`config.mk`:
```
export PLATFORM = sky130hd
export DESIGN_NAME = cpu_run_controller
export DESIGN_NICKNAME = d
export VERILOG_FILES = /design/src/rtl/cpu_ctrl_pkg.sv /design/src/rtl/switch_debouncer.sv /design/src/rtl/cpu_run_controller.sv
export SDC_FILE = /design/constraint.sdc
export NUM_CORES = 1
export LEC_CHECK = 0
export CORE_ASPECT_RATIO = 0.5
export CORE_MARGIN = 1.5
export CORE_UTILIZATION = 40
export DETAILED_ROUTE_END_ITERATION = 7
export PLACE_DENSITY = 0.64
export SETUP_SLACK_MARGIN = 0.05
export SYNTH_ARGS = -nofsm -noshare
export SYNTH_HDL_FRONTEND = slang
export SYNTH_SLANG_ARGS = --single-unit
```
`constraint.sdc`:
```
create_clock -name clock -period 4.12 [get_ports clock]
set_input_delay 0.412 -clock clock [delete_from_list [all_inputs] [get_ports clock]]
set_output_delay 0.412 -clock clock [all_outputs]
set_load 0.005 [all_outputs]
```
`src/rtl/cpu_ctrl_pkg.sv`:
```
// Shared types for the CPU run controller: run-state encoding and counter widths.
// Latency: none (declarations only).
// Backpressure: not applicable.
package cpu_ctrl_pkg;

  // Run-state encoding. HALT is zero so that a cleared state register means halted.
  typedef enum logic [1:0] {
    HALT         = 2'd0,
    RUN          = 2'd1,
    STEP         = 2'd2,
    WAIT_RELEASE = 2'd3
  } run_state_t;

  // Width of the per-switch stability counter.
  localparam int unsigned DEB_W = 16;

  // Width of the issued-pulse counter.
  localparam int unsigned COUNT_W = 16;

  // Width of the run-rate divider.
  localparam int unsigned RATE_W = 32;

endpackage

```
`src/rtl/switch_debouncer.sv`:
```
// Two-flop synchronizer followed by a stability filter for one front-panel switch.
// Latency: 2 sync cycles + DEBOUNCE stable cycles before filtered follows raw.
// Backpressure: none; level input, level output.
module switch_debouncer
  import cpu_ctrl_pkg::*;
#(
  parameter int unsigned DEBOUNCE = 16
) (
  input  logic clock,
  input  logic reset,
  input  logic raw,
  output logic filtered
);

  localparam logic [DEB_W-1:0] LAST = DEB_W'(DEBOUNCE - 1);

  logic             sync_a;
  logic             sync_b;
  logic [DEB_W-1:0] stable_cnt;

  // Synchronize the raw level, then flip the filtered value only after the
  // synchronized level has disagreed with it for DEBOUNCE cycles in a row.
  always_ff @(posedge clock) begin
    if (reset) begin
      sync_a     <= 1'b0;
      sync_b     <= 1'b0;
      filtered   <= 1'b0;
      stable_cnt <= '0;
    end else begin
      sync_a <= raw;
      sync_b <= sync_a;
      if (sync_b != filtered) begin
        if (stable_cnt == LAST) begin
          filtered   <= sync_b;
          stable_cnt <= '0;
        end else begin
          stable_cnt <= stable_cnt + 1'b1;
        end
      end else begin
        stable_cnt <= '0;
      end
    end
  end

endmodule

```
`src/rtl/cpu_run_controller.sv`:
```
// Run/step/halt sequencer producing a clock-enable pulse train for the CPU datapath.
// Latency: first RUN pulse RATIO cycles after entering RUN; STEP pulse the cycle after the step edge is seen.
// Backpressure: halt_request or a dropped run switch stops pulses immediately, suppressing one due that cycle.
module cpu_run_controller
  import cpu_ctrl_pkg::*;
#(
  parameter int unsigned RATIO    = 2,
  parameter int unsigned DEBOUNCE = 16
) (
  input  logic               clock,
  input  logic               reset,
  input  logic               run_switch,
  input  logic               step_switch,
  input  logic               halt_request,
  output logic               cpu_enable,
  output logic               running,
  output logic               halted,
  output logic [COUNT_W-1:0] enable_count
);

  localparam logic [RATE_W-1:0] RATE_LAST = RATE_W'(RATIO - 1);

  run_state_t        state;
  run_state_t        state_nxt;
  logic [RATE_W-1:0] rate_cnt;
  logic [RATE_W-1:0] rate_nxt;
  logic              enable_nxt;
  logic              run_filt;
  logic              step_filt;
  logic              step_prev;

  switch_debouncer #(.DEBOUNCE(DEBOUNCE)) u_run_deb (
    .clock    (clock),
    .reset    (reset),
    .raw      (run_switch),
    .filtered (run_filt)
  );

  switch_debouncer #(.DEBOUNCE(DEBOUNCE)) u_step_deb (
    .clock    (clock),
    .reset    (reset),
    .raw      (step_switch),
    .filtered (step_filt)
  );

  // Next-state, rate divider and pulse decision. Halt conditions are tested
  // before the divider so a pulse due in the same cycle is dropped.
  always_comb begin
    state_nxt  = state;
    rate_nxt   = rate_cnt;
    enable_nxt = 1'b0;
    case (state)
      HALT: begin
        if (run_filt && !halt_request) begin
          state_nxt = RUN;
          rate_nxt  = '0;
        end else if (step_filt && !step_prev && !run_filt) begin
          state_nxt  = STEP;
          enable_nxt = 1'b1;
        end
      end
      RUN: begin
        if (!run_filt || halt_request) begin
          state_nxt = HALT;
        end else if (rate_cnt == RATE_LAST) begin
          rate_nxt   = '0;
          enable_nxt = 1'b1;
        end else begin
          rate_nxt = rate_cnt + 1'b1;
        end
      end
      STEP: begin
        state_nxt = WAIT_RELEASE;
      end
      WAIT_RELEASE: begin
        if (!step_filt) begin
          state_nxt = HALT;
        end
      end
      default: begin
        state_nxt = HALT;
      end
    endcase
  end

  // State register plus registered pulse, pulse counter and step-edge history.
  // step_prev tracks in every state so a step held across RUN never looks like an edge.
  always_ff @(posedge clock) begin
    if (reset) begin
      state        <= HALT;
      rate_cnt     <= '0;
      cpu_enable   <= 1'b0;
      enable_count <= '0;
      step_prev    <= 1'b0;
    end else begin
      state      <= state_nxt;
      rate_cnt   <= rate_nxt;
      cpu_enable <= enable_nxt;
      step_prev  <= step_filt;
      if (enable_nxt) begin
        enable_count <= enable_count + 1'b1;
      end
    end
  end

  assign running = (state == RUN);
  assign halted  = (state == HALT);

endmodule

```
==> run_results.csv <==
group,metric,value,unit
global_routing,grt_pass1_wl,16400,microns
global_routing,grt_usage,16.7,%
logic_synthesis,synth-edff-count,0,
logic_synthesis,synthArstFlopShare,0,%
logic_synthesis,synth_flop_cell,"dfxtp_1",
die,pin_count,24,
setup_path,worst_setup_path_start_kind,"flop",
status,status,"finished clean",
route,vias_per_cell,5.47,
cells_and_area,nFillCells,1026,
timing,skew,0.00634,ns
cells_and_area,multi_input_area,2520,sq um
power_and_ir_drop,pwr-share-clk,48.0,%
die,coreArea,10500,sq um
placement,io_buffers,23,
die,dieArea,11800,sq um
cells_and_area,final-seq-area,1800,sq um
clocking,cts_resized,0,
timing,rsz0062_at_grt,"false",
power_and_ir_drop,switching_power,0.373,mW
setup_path,worstPathArrival,2.82,ns
timing,max_freq,385,MHz
power_and_ir_drop,internal_power,1.37,mW
cells_and_area,fin_nets,561,
clocking,cts.sinks,90,
route,wl,9410,microns
cells_and_area,diodes,0,
clocking,cts_buffers,9,
power_and_ir_drop,pwr-share-comb,1.8,%
power_and_ir_drop,power_frac_seq,50.2,%
route,detail_route.iter0.violations,163,
logic_synthesis,synth.distinct_cells,55,
clocking,holdBufCountCts,0,
run,maxCapViolations,0,
setup_path,cp-startpoint,"rate_cnt[0]",
clocking,cts_tree,"built",
logic_synthesis,ys_seq_area_share,40.6,%
global_routing,grt_max_degree,47,
die,fp.dieH,77.5,microns
cells_and_area,layout-drive-gt1-share,6.47,%
timing,hold_viol_final,0,
global_routing,grt_pass1_vias,3452,
min_path,holdCritStartpoint,"u_step_deb.sync_a",
timing,hold_ws,0.444,ns
timing,setup_viol,0,
timing,drv_slew,0,
cells_and_area,syn_to_final_growth,14.4,%
setup_path,r2r-start,"rate_cnt[0]",
setup_path,cp-end-kind,"flop",
route,drc,0,
timing,worst_slew_pin_slew,0.732,ns
clocking,cts_setup_buffers,0,
timing,setup_tns,0,ns
route,vias,3806,
logic_synthesis,syn_avg_cell_area,8.34,sq um
power_and_ir_drop,p_leak,1.69,nW
logic_synthesis,yosys_warnings,0,
logic_synthesis,synth_area,4440,sq um
timing,period_share,63.0,%
power_and_ir_drop,max-vdd-ir-drop,0.209,mV
cells_and_area,utilization,48.4,%
power_and_ir_drop,switching_share,21.4,%
min_path,hp-class,"reg -> reg",
clocking,clk_pin_slew,0.07,ns
clocking,cts_root_buf,"clkbuf_16",
timing,fin_crit,2.60,ns
logic_synthesis,netlist_instances,533,
global_routing,antenna_found_initial,0,
setup_path,path_max_fanout,10,
clocking,clock_path_buffers,2,
timing,max_slew_margin,51.1,%
route,antenna_left,0,
logic_synthesis,ys_ff_latch,90,
global_routing,grt-ovfl-total,0,
placement,hpwl,6480,microns
setup_path,worst-setup-path-type,"reg -> reg",
die,rows,26,
clocking,clk_latency,0.34,ns
die,die_w,152,microns
placement,gp_congestion,0.784,
power_and_ir_drop,power-per-cell-area,343,nW/um^2
setup_path,required,4.35,ns
clocking,htree_levels,3,
logic_synthesis,syn-num-nets,543,
route,firstDrtPassIters,4,
die,start_util,42.3,%
route,routedWlPerCell,13.5,microns
-- cell type report --
type                    instances  area share (%)
clock buffers                  10            4.70
clock inverters                 6            1.23
inverters                      13           0.960
multi-input cells             413            49.5
flip-flops and latches         90            35.4
well taps                     140            3.45
repair buffers                 24            4.68
-- synth_stat cells, types with 2 or more instances --
master / count / area [sq um]
dfxtp_1: 90 / 1800
nor2_1: 83 / 312
nand2_1: 48 / 180
nand3_1: 36 / 180
nand4_1: 26 / 163
xnor2_1: 22 / 193
xor2_1: 19 / 166
nor3_1: 18 / 90.1
nor2b_1: 17 / 106
nor4_1: 15 / 93.8
and3_1: 13 / 81.3
clkbuf_1: 13 / 48.8
inv_1: 13 / 48.8
o21ai_0: 13 / 65.1
a21oi_1: 11 / 55.1
mux2_2: 10 / 113
or3_1: 10 / 62.6
ha_1: 5 / 62.6
mux2i_1: 5 / 50.1
nor3b_1: 5 / 37.5
a31oi_1: 4 / 25.0
and2_1: 4 / 25.0
o211ai_1: 4 / 30.0
or4_1: 4 / 30.0
a221o_1: 3 / 30.0
a2bb2oi_1: 3 / 26.3
and4_1: 3 / 26.3
o31ai_1: 3 / 22.5
and4bb_2: 2 / 25.0
buf_2: 2 / 10.0
mux2_1: 2 / 22.5
o22ai_1: 2 / 12.5
o32ai_1: 2 / 17.5
o41ai_2: 2 / 32.5
-- placed cells by master (no fill, tap or decap), drive strengths merged, types with 12 or more instances in the layout --
cell | Yosys | layout
xor2 | 19 | 19
nor4 | 17 | 17
nand4 | 26 | 26
inv | 13 | 15
nor2 | 83 | 83
nand3 | 36 | 36
mux2 | 12 | 12
nor3 | 19 | 19
nand2 | 49 | 49
xnor2 | 22 | 22
and3 | 13 | 13
o21ai | 13 | 13
clkdlybuf4s50 | 0 | 23
dfxtp | 90 | 90
nor2b | 17 | 17
-- cells by family after synthesis --
kind of cell | share of synthesized area, %
mux | 4.17
buf+inv | 2.76
xor+xnor | 8.08
compound gates | 8.53
flops | 40.6
fa+ha+maj | 1.41
simple gates | 34.5
-- critical path, stage by stage (launching register included) --
cell     delay (ns)
dfxtp_1        0.45
ha_1           0.19
nor4b_1        0.22
nand4_1        0.34
or2_1          0.50
o41ai_2        0.44
mux2_1         0.35
-- path summary, 6_finish.rpt --
path	to	slack [ns]	cells after the start
min reg2reg	u_step_deb.sync_b	0.44	1
min	u_step_deb.sync_b	0.44	1
max reg2reg	enable_count[13]	1.52	6
max	enable_count[13]	1.52	6
-- power by group through the flow --
stage / Combinational [mW] / Sequential (mW) / Clock, mW
final: 0.0316 / 0.876 / 0.836
after global routing: 0.0352 / 0.876 / 0.894
after CTS: 0.0321 / 0.876 / 0.857
after detailed placement: 0.0320 / 0.896 / 0
after global placement: 0.0317 / 0.896 / 0
after floorplan: 0.0220 / 0.895 / 0
-- metal layers --
layer	vias to the layer above	global-route usage (%)	wire length [microns]	share of wire [%]
met5	-	0	0	0
met2	51	26.1	4110	44
met1	1797	22.5	4860	52
met4	0	5.44	110	1.2
met3	12	4.36	328	3.5
li1	1946	-	-	-
-- flip-flops by register name, indices dropped and copies added, names as in the netlist, 2 cells and up --
register / cells
u_run_deb.stable_cnt: 16
state: 2
u_step_deb.stable_cnt: 16
rate_cnt: 32
enable_count: 16
-- per-stage QoR --
step	total power, mW	instances	area, sq um	setup slack [ns]
after detailed placement	0.928	680	4780	1.44
after CTS	1.76	696	5080	1.53
after floorplan	0.917	533	4440	1.92
after global placement	0.927	680	4780	1.57
final	1.74	696	5080	1.52
after global routing	1.80	696	5080	1.30
(Power assumes the default switching activity.)
